[config.mk]
export PLATFORM = sky130hd
export DESIGN_NAME = noise_injector
export DESIGN_NICKNAME = d
export VERILOG_FILES = /design/src/rtl/noise_pkg.sv /design/src/rtl/noise_injector_mac.sv /design/src/rtl/noise_injector.sv
export SDC_FILE = /design/constraint.sdc
export NUM_CORES = 1
export LEC_CHECK = 0
export CORE_MARGIN = 5
export CORE_UTILIZATION = 50
export DETAILED_ROUTE_END_ITERATION = 6
export PLACE_DENSITY = 0.69
export SLEW_MARGIN = 15
export SYNTH_ARGS = -nofsm -noshare
export SYNTH_HDL_FRONTEND = slang
export SYNTH_SLANG_ARGS = --single-unit
[constraint.sdc]
create_clock -name clk -period 11.6 [get_ports clk]
set_input_delay 1.74 -clock clk [delete_from_list [all_inputs] [get_ports clk]]
set_output_delay 1.74 -clock clk [all_outputs]
set_load 0.02 [all_outputs]
[src/rtl/noise_pkg.sv]
// Shared types and helpers for the noise injector: FSM states, map-size decode
// and saturation bounds.
package noise_pkg;

  typedef enum logic [1:0] {
    IDLE     = 2'd0,
    PREFETCH = 2'd1,
    RUN      = 2'd2,
    DONE     = 2'd3
  } state_e;

  localparam logic [2:0] MAX_SIZE_CODE = 3'd5;

  function automatic logic [2:0] clamp_size(logic [2:0] s);
    return (s > MAX_SIZE_CODE) ? MAX_SIZE_CODE : s;
  endfunction

  function automatic int unsigned map_side(logic [2:0] s);
    return 32'd4 << clamp_size(s);
  endfunction

  function automatic int unsigned map_area(logic [2:0] s);
    return map_side(s) * map_side(s);
  endfunction

  // Signed saturation limits for a w-bit two's complement word.
  function automatic longint sat_hi(int unsigned w);
    return (64'sd1 <<< (w - 1)) - 64'sd1;
  endfunction

  function automatic longint sat_lo(int unsigned w);
    return -(64'sd1 <<< (w - 1));
  endfunction

endpackage

[src/rtl/noise_injector_mac.sv]
// Combinational noise MAC: out = sat(act + round(noise * scale)), with a flag
// raised whenever the saturation clipped the result.
module noise_mac
  import noise_pkg::*;
#(
  parameter int DATA_WIDTH  = 16,
  parameter int SCALE_WIDTH = 16,
  parameter int FRAC_BITS   = 8
) (
  input  logic [DATA_WIDTH-1:0]  act_i,
  input  logic [DATA_WIDTH-1:0]  noise_i,
  input  logic [SCALE_WIDTH-1:0] scale_i,
  output logic [DATA_WIDTH-1:0]  sum_o,
  output logic                   sat_o
);

  localparam int PW   = DATA_WIDTH + SCALE_WIDTH;
  localparam int SUMW = PW + 1;

  localparam logic signed [PW-1:0]   HALF = PW'(1) << (FRAC_BITS - 1);
  localparam logic signed [SUMW-1:0] HI   = SUMW'(sat_hi(DATA_WIDTH));
  localparam logic signed [SUMW-1:0] LO   = SUMW'(sat_lo(DATA_WIDTH));

  logic signed [PW-1:0]   prod;
  logic signed [PW-1:0]   prod_r;
  logic signed [SUMW-1:0] sum;

  always_comb begin
    prod   = $signed(noise_i) * $signed(scale_i);
    prod_r = (prod + HALF) >>> FRAC_BITS;
    sum    = {{(SUMW - DATA_WIDTH){act_i[DATA_WIDTH-1]}}, act_i}
           + {prod_r[PW-1], prod_r};
    sat_o  = (sum > HI) || (sum < LO);
    if (sum > HI)      sum_o = HI[DATA_WIDTH-1:0];
    else if (sum < LO) sum_o = LO[DATA_WIDTH-1:0];
    else               sum_o = sum[DATA_WIDTH-1:0];
  end

endmodule

[src/rtl/noise_injector.sv]
// Streams a channel-major tensor through a one-deep output register, adding
// scaled noise read from the filler's BRAM. NOISE_INJ_SAT_CNT_EN adds sat_count.
module noise_injector
  import noise_pkg::*;
#(
  parameter int DATA_WIDTH  = 16,
  parameter int ADDR_WIDTH  = 14,
  parameter int SCALE_WIDTH = 16,
  parameter int FRAC_BITS   = 8,
  parameter int CHAN_WIDTH  = 9
) (
  input  logic                   clk,
  input  logic                   rst,
  input  logic                   start,
  input  logic [2:0]             size,
  input  logic [CHAN_WIDTH-1:0]  num_ch,
  input  logic [SCALE_WIDTH-1:0] noise_scale,
  output logic [ADDR_WIDTH-1:0]  bram_addr,
  input  logic [DATA_WIDTH-1:0]  bram_rdata,
  input  logic                   s_valid,
  output logic                   s_ready,
  input  logic [DATA_WIDTH-1:0]  s_data,
  output logic                   m_valid,
  input  logic                   m_ready,
  output logic [DATA_WIDTH-1:0]  m_data,
  output logic                   m_last,
  output logic                   busy,
`ifdef NOISE_INJ_SAT_CNT_EN
  output logic [15:0]            sat_count,
`endif
  output logic                   done
);

  state_e                 state_q, state_d;
  logic [ADDR_WIDTH-1:0]  pix_q, pix_d, last_pix_q, last_pix_d;
  logic [CHAN_WIDTH-1:0]  ch_q, ch_d, last_ch_q, last_ch_d;
  logic [SCALE_WIDTH-1:0] scale_q, scale_d;
  logic                   tail_q, tail_d;
  logic                   m_valid_q, m_valid_d;
  logic                   m_last_q, m_last_d;
  logic [DATA_WIDTH-1:0]  m_data_q, m_data_d;

  logic                   ready_c, accept, out_hs, beat_last, pix_wrap;
  logic [DATA_WIDTH-1:0]  mac_sum;
  logic                   mac_sat;

  noise_mac #(
    .DATA_WIDTH (DATA_WIDTH),
    .SCALE_WIDTH(SCALE_WIDTH),
    .FRAC_BITS  (FRAC_BITS)
  ) u_mac (
    .act_i  (s_data),
    .noise_i(bram_rdata),
    .scale_i(scale_q),
    .sum_o  (mac_sum),
    .sat_o  (mac_sat)
  );

  always_comb begin
    state_d    = state_q;
    pix_d      = pix_q;
    ch_d       = ch_q;
    last_pix_d = last_pix_q;
    last_ch_d  = last_ch_q;
    scale_d    = scale_q;
    tail_d     = tail_q;
    m_valid_d  = m_valid_q;
    m_last_d   = m_last_q;
    m_data_d   = m_data_q;

    ready_c   = (state_q == RUN) && !tail_q && (!m_valid_q || m_ready);
    accept    = s_valid && ready_c;
    out_hs    = m_valid_q && m_ready;
    pix_wrap  = (pix_q == last_pix_q);
    beat_last = pix_wrap && (ch_q == last_ch_q);

    unique case (state_q)
      IDLE: begin
        if (start) begin
          state_d    = PREFETCH;
          last_pix_d = ADDR_WIDTH'(map_area(size) - 32'd1);
          last_ch_d  = (num_ch == '0) ? '0 : num_ch - CHAN_WIDTH'(1);
          scale_d    = noise_scale;
          pix_d      = '0;
          ch_d       = '0;
          tail_d     = 1'b0;
        end
      end
      PREFETCH: state_d = RUN;
      RUN: begin
        // Output register reloads on accept even when it drains in the same cycle.
        if (accept) begin
          pix_d     = pix_wrap ? '0 : pix_q + ADDR_WIDTH'(1);
          ch_d      = pix_wrap ? ch_q + CHAN_WIDTH'(1) : ch_q;
          tail_d    = beat_last;
          m_valid_d = 1'b1;
          m_data_d  = mac_sum;
          m_last_d  = beat_last;
        end else if (out_hs) begin
          m_valid_d = 1'b0;
          m_last_d  = 1'b0;
        end
        if (out_hs && m_last_q) state_d = DONE;
      end
      DONE: state_d = IDLE;
      default: state_d = IDLE;
    endcase
  end

  always_ff @(posedge clk) begin
    if (rst) begin
      state_q    <= IDLE;
      pix_q      <= '0;
      ch_q       <= '0;
      last_pix_q <= '0;
      last_ch_q  <= '0;
      scale_q    <= '0;
      tail_q     <= 1'b0;
      m_valid_q  <= 1'b0;
      m_last_q   <= 1'b0;
      m_data_q   <= '0;
    end else begin
      state_q    <= state_d;
      pix_q      <= pix_d;
      ch_q       <= ch_d;
      last_pix_q <= last_pix_d;
      last_ch_q  <= last_ch_d;
      scale_q    <= scale_d;
      tail_q     <= tail_d;
      m_valid_q  <= m_valid_d;
      m_last_q   <= m_last_d;
      m_data_q   <= m_data_d;
    end
  end

  // Address is the next pixel so the 1-cycle BRAM returns the current pixel's noise.
  assign bram_addr = (state_q == RUN) ? pix_d : '0;
  assign s_ready   = ready_c;
  assign m_valid   = m_valid_q;
  assign m_data    = m_data_q;
  assign m_last    = m_last_q;
  assign busy      = (state_q == PREFETCH) || (state_q == RUN);
  assign done      = (state_q == DONE);

`ifdef NOISE_INJ_SAT_CNT_EN
  logic [15:0] sat_cnt_q;

  always_ff @(posedge clk) begin
    if (rst)                                        sat_cnt_q <= '0;
    else if (state_q == IDLE && start)              sat_cnt_q <= '0;
    else if (accept && mac_sat && sat_cnt_q != '1)  sat_cnt_q <= sat_cnt_q + 16'd1;
  end

  assign sat_count = sat_cnt_q;
`else
  logic unused_sat;
  assign unused_sat = mac_sat;
`endif

endmodule

* Word level (Yosys, flattened, before mapping) *
Index checks and enable logic that the tools add are counted.

operators by class
  multiplexer cells = 22
  shift-type cells = 1
  multipliers = 2
  order comparisons = 3
  reductions and logical operators = 20
  add/subtract/negate cells = 6
  equal/unequal tests = 9

operators with widths
  operator                                                                 number
  14-bit two-way mux                                                       4
  9-bit two-way mux                                                        4
  33-bit by 16-bit > comparator with 1-bit output (second input constant)  1
  33-bit by 16-bit < comparator with 1-bit output (second input constant)  1
  32-bit by 9-bit adder with 32-bit output (second input constant)         1
  16-bit by 16-bit multiplier with 32-bit output                           1
  32-bit by 32-bit multiplier with 14-bit output                           1
  16-bit two-way mux                                                       2
  3-bit by 3-bit left shift with 32-bit output (first input constant)      1
  14-bit one-hot mux with 2 select lines                                   1
  16-bit by 24-bit adder with 25-bit output                                1
  9-bit one-hot mux with 2 select lines                                    1
  14-bit by 1-bit adder with 14-bit output (second input constant)         1
  14-bit equality test                                                     1
  14-bit by 1-bit subtractor with 14-bit output (second input constant)    1
  9-bit by 1-bit adder with 9-bit output (second input constant)           1
  9-bit equality test                                                      1
  9-bit zero test                                                          1
  9-bit by 1-bit subtractor with 9-bit output (second input constant)      1
  2-bit one-hot mux with 4 select lines                                    1
  2-bit AND reduction                                                      4
  1-bit logical AND                                                        6
  2-bit != test (second input constant)                                    3
  1-bit two-way mux                                                        5
  other kinds (13)                                                         18

storage, ports and cells
  register bits after elaboration = 83
  output and inout bits = 35

* Logic depth before layout (Yosys ltp) *
  depth after elaboration = 7
  mapped depth = 38

* Modules after synthesis *
A second synthesis with hierarchy kept.

unflattened totals
  cell total of the unflattened synthesis = 1902
  area total of the unflattened synthesis = 16189.3 um2

modules (own cells, without submodules)
  module          area each (um2)  cells each  instances
  noise_mac       11167.0          1277        1
  noise_injector  5022.3           625         1

* Worst setup path before layout *
Ideal clock, no wire load.

  kind = in2reg
  start = input port bram_rdata[15]
  end = register m_data_q[14] (netlist: m_data[14])
  stages on the path = 33
  slack = 1.886 ns
  required time = 11.521 ns
  data arrival time = 9.634 ns
  setup time = 0.079 ns
  cells stage by stage = clkbuf_1 nand2_1 inv_1 fa_1 inv_1 fa_1 inv_1 fa_1 fa_1 fa_1 inv_1 fa_1 inv_1 ha_1 a21o_1 a21oi_1 or3b_2 o311ai_0 nand2b_1 a21oi_1 xnor2_1 ha_1 nand2_1 nor2_1 a211o_1 o221ai_1 mux2i_1 and3b_1 nand4_1 o21ai_2 buf_6 nand2_1 a211oi_2

between the ends
  word-level cells in the longest chain between the ends = 6
  elaborated cells on any way between the ends = 7

ends and longest elaborated chain
  element                                           line                      text
  start: declaration                                noise_injector.sv:19      input logic [DATA_WIDTH-1:0] bram_rdata,
  16-bit by 16-bit multiplier with 32-bit output *  noise_injector_mac.sv:29  prod = $signed(noise_i) * $signed(scale_i);
  32-bit by 9-bit adder with 32-bit output *        noise_injector_mac.sv:30  prod_r = (prod + HALF) >>> FRAC_BITS;
  16-bit by 24-bit adder with 25-bit output *       noise_injector_mac.sv:32  + {prod_r[PW-1], prod_r};
  33-bit by 16-bit < comparator with 1-bit output   --
  16-bit two-way mux                                noise_injector_mac.sv:35  else if (sum < LO) sum_o = LO[DATA_WIDTH-1:0];
  16-bit two-way mux *                              noise_injector_mac.sv:34  if (sum > HI) sum_o = HI[DATA_WIDTH-1:0];
  end signal: assignment                            noise_injector.sv:132     m_data_q <= m_data_d;
  end: declaration                                  noise_injector.sv:41      logic [DATA_WIDTH-1:0] m_data_q, m_data_d;

Every way passes the cells marked *; elsewhere a longest branch is shown, timed or not.
A chain may end at the register's enable or synchronous reset.

* Worst setup path in the final report *
  start = input port bram_rdata[15]
  end = register m_data_q[3] (netlist: m_data[3])

Same word-level chain as after synthesis.

==> results.json <==
{
  "wirelength_um": 37970,
  "antenna_found_initial": 1,
  "start_util": 0.5018,
  "pre_cts_slack_ns": 0.5806,
  "wl_met2_um": 17250,
  "cp_max_fo": 16,
  "hold_viol": 0,
  "track_usage": 0.2251,
  "worst_slew_pin_slew_ns": 0.8633,
  "vias": 12270,
  "post_cts_buffers": 0,
  "drive_gt1_frac": 0.03534,
  "finalNetCount": 2401,
  "port-buffer-count": 99,
  "synth_top_cell_by_area": "fa_1",
  "setup.worst_path.end_class": "flip-flop",
  "placedCellCount": 2310,
  "ctsHoldBuffers": 0,
  "final_cells": 2327,
  "die_y_um": 187.3,
  "async_flop_share": 0,
  "clock.fmax_ghz": 0.09356,
  "die_w_um": 187.3,
  "ys_ff_latch": 78,
  "seq_area_frac_synth": 0.09939,
  "critPathRequiredTime_ns": 11.78,
  "clock_latency_ns": 0.34,
  "firstDrtPassIters": 5,
  "fin_crit_ns": 10.69,
  "maxSlewHeadroom": 0.4237,
  "ys.flop_type": "dfxtp_1",
  "synthDominantCellAreaShare": 0.3606,
  "maxCapViolations": 0,
  "io_pins": 100,
  "synthCells": 1832,
  "arrival_ns": 10.87,
  "setup_ws_ns": 0.9121,
  "grt_max_degree": 72,
  "synth-edff-count": 0,
  "avgSynthCellArea_um2": 8.576,
  "cts_sinks": 78,
  "crit_type": "in -> reg",
  "fp-row-count": 65,
  "fill_cells": 2834,
  "fin_crit_sh": 0.9214,
  "finalClockSkew_ns": 0.008391,
  "critPathMaxStageDelay_ns": 0.78,
  "path_clk_slew_ns": 0.06,
  "coreArea_mm2": 0.03131,
  "gp_congestion": 0.9015,
  "post_drt_wl_per_cell_um": 16.32,
  "cts_tree": "built",
  "gr-total-overflow": 0,
  "wl_met1_um": 17300,
  "synth_cell_types": 71,
  "grt_pass1_wl_um": 65450,
  "clockRootBuffer": "clkbuf_16",
  "viasPerCell": 5.272,
  "drt_iter0_markers": 735,
  "syn_area_mm2": 0.01571,
  "fin_tns_setup_ns": 0,
  "grt_pass1_vias": 12980,
  "clockBufferDepth": 2,
  "timing.hold.ws_ns": 0.4792,
  "setup_violations": 0,
  "multi_input_area_mm2": 0.01263,
  "hpwlAfterDp_um": 31570,
  "die-area_mm2": 0.03507,
  "ant_nets": 0,
  "htree_levels": 3,
  "outcome": "finished clean",
  "min_path_type": "reg -> reg",
  "numCtsBuffers": 9,
  "dr.max_layer_used": "met4",
  "slew_viol_final": 0,
  "synth.area.top_cells": "fa_1 (36%), ha_1 (11%), dfxtp_1 (9.9%)",
  "ctsResizeCount": 0,
  "seq_area_mm2": 0.001562,
  "slowest_stage": "clkdlybuf4s50_1",
  "dr_wl_met3_um": 2588,
  "yosysWarnings": 0,
  "cp-start-kind": "input port",
  "area_delta_synth_final_pct": 10.75,
  "drcViolationCount": 0,
  "rsz0062_at_grt": "no"
}
==> critical path, delay by kind of cell <==
family | cells | cell delay, ns
AO/OA/AOI/OAI | 7 | 1.48
XOR/XNOR | 1 | 0.25
adder cells (fa/ha/maj) | 8 | 3.74
buffers and inverters | 7 | 1.76
AND/OR/NAND/NOR | 8 | 1.88
==> stage by stage <==
stage          instance area, um2    util
2_1_floorplan               15820       -
3_3_place_gp                17120  0.5467
3_5_place_dp                17120  0.5467
4_1_cts                     17390  0.5555
5_1_grt                     17400  0.5557
6_report                    17400  0.5557
==> cell families after synthesis <==
| kind of cell | after synthesis | share of synthesized area |
|---|---|---|
| XOR/XNOR | 84 | 0.04683 |
| AO/OA/AOI/OAI | 231 | 0.09581 |
| buffers and inverters | 417 | 0.1038 |
| multiplexers | 4 | 0.002548 |
| other | 2 | 0.0004780 |
| adder cells (fa/ha/maj) | 417 | 0.4673 |
| flip-flops | 78 | 0.09939 |
| AND/OR/NAND/NOR | 599 | 0.1839 |
==> final timing paths <==
check	slack, ns	startpoint	to	cells past startpoint
hold / removal	0.48	last_pix_q[7]	last_pix_q[7]	2
setup / recovery	0.91	bram_rdata[15]	m_data[3]	31
setup reg to reg	2.17	scale_q[1]	m_data[3]	30
hold reg to reg	0.48	last_pix_q[7]	last_pix_q[7]	2
==> routing by layer <==
metal	global-route usage	vias to the layer above
met4	0.05176	0
met5	0	-
met2	0.3551	418
met3	0.03285	63
met1	0.3308	5937
li1	-	5850
==> Yosys cell counts, types with 3 or more instances <==
master / count
a211oi_1: 22
a21o_1: 15
clkbuf_1: 59
mux2i_1: 4
nand3_1: 20
inv_1: 346
a211oi_2: 10
or3_1: 8
and3_1: 9
o21bai_1: 6
a21oi_1: 97
xnor2_1: 50
xor2_1: 34
nand2b_1: 17
o21ai_0: 33
a21o_2: 3
nand2_1: 230
nand4_1: 21
nor2b_1: 10
a22oi_1: 3
o21a_1: 8
nor2_1: 111
fa_1: 283
nor4_1: 5
and2_1: 121
ha_1: 134
dfxtp_1: 78
nor3b_1: 4
a311oi_1: 8
nor3_1: 23
buf_2: 5
o211ai_1: 3
or2_2: 3
==> sequential cells by signal (all words and copies together) (netlist names) <==
signal and cells:
scale_q 16, pix_q 14, m_last 1, last_pix_q 9, tail_q 1, m_data 16, m_valid 1, state_q 2
last_ch_q 9, ch_q 9
==> cell type report <==
type | instances | share of cell area
multi-input cells | 1366 | 0.7260
flip-flops and latches | 78 | 0.08974
inverters | 347 | 0.07485
repair buffers | 117 | 0.06443
well taps | 402 | 0.02891
clock buffers | 11 | 0.01395
clock inverters | 5 | 0.002013
diodes | 1 | 0.0001438
==> cell usage in the layout, fill, tap and decap left out, drive strengths merged, types with 50 or more instances in the layout <==
master         netlist  layout
nand2              232     232
ha                 134     134
a21oi               98      98
nor2               111     111
dfxtp               78      78
xnor2               50      50
fa                 283     283
and2               122     122
inv                347     347
clkdlybuf4s50        0      98
Power is left out: the tool's default activity adds up to more than one toggle a clock period on the data nets, which glitch-free logic cannot reach.
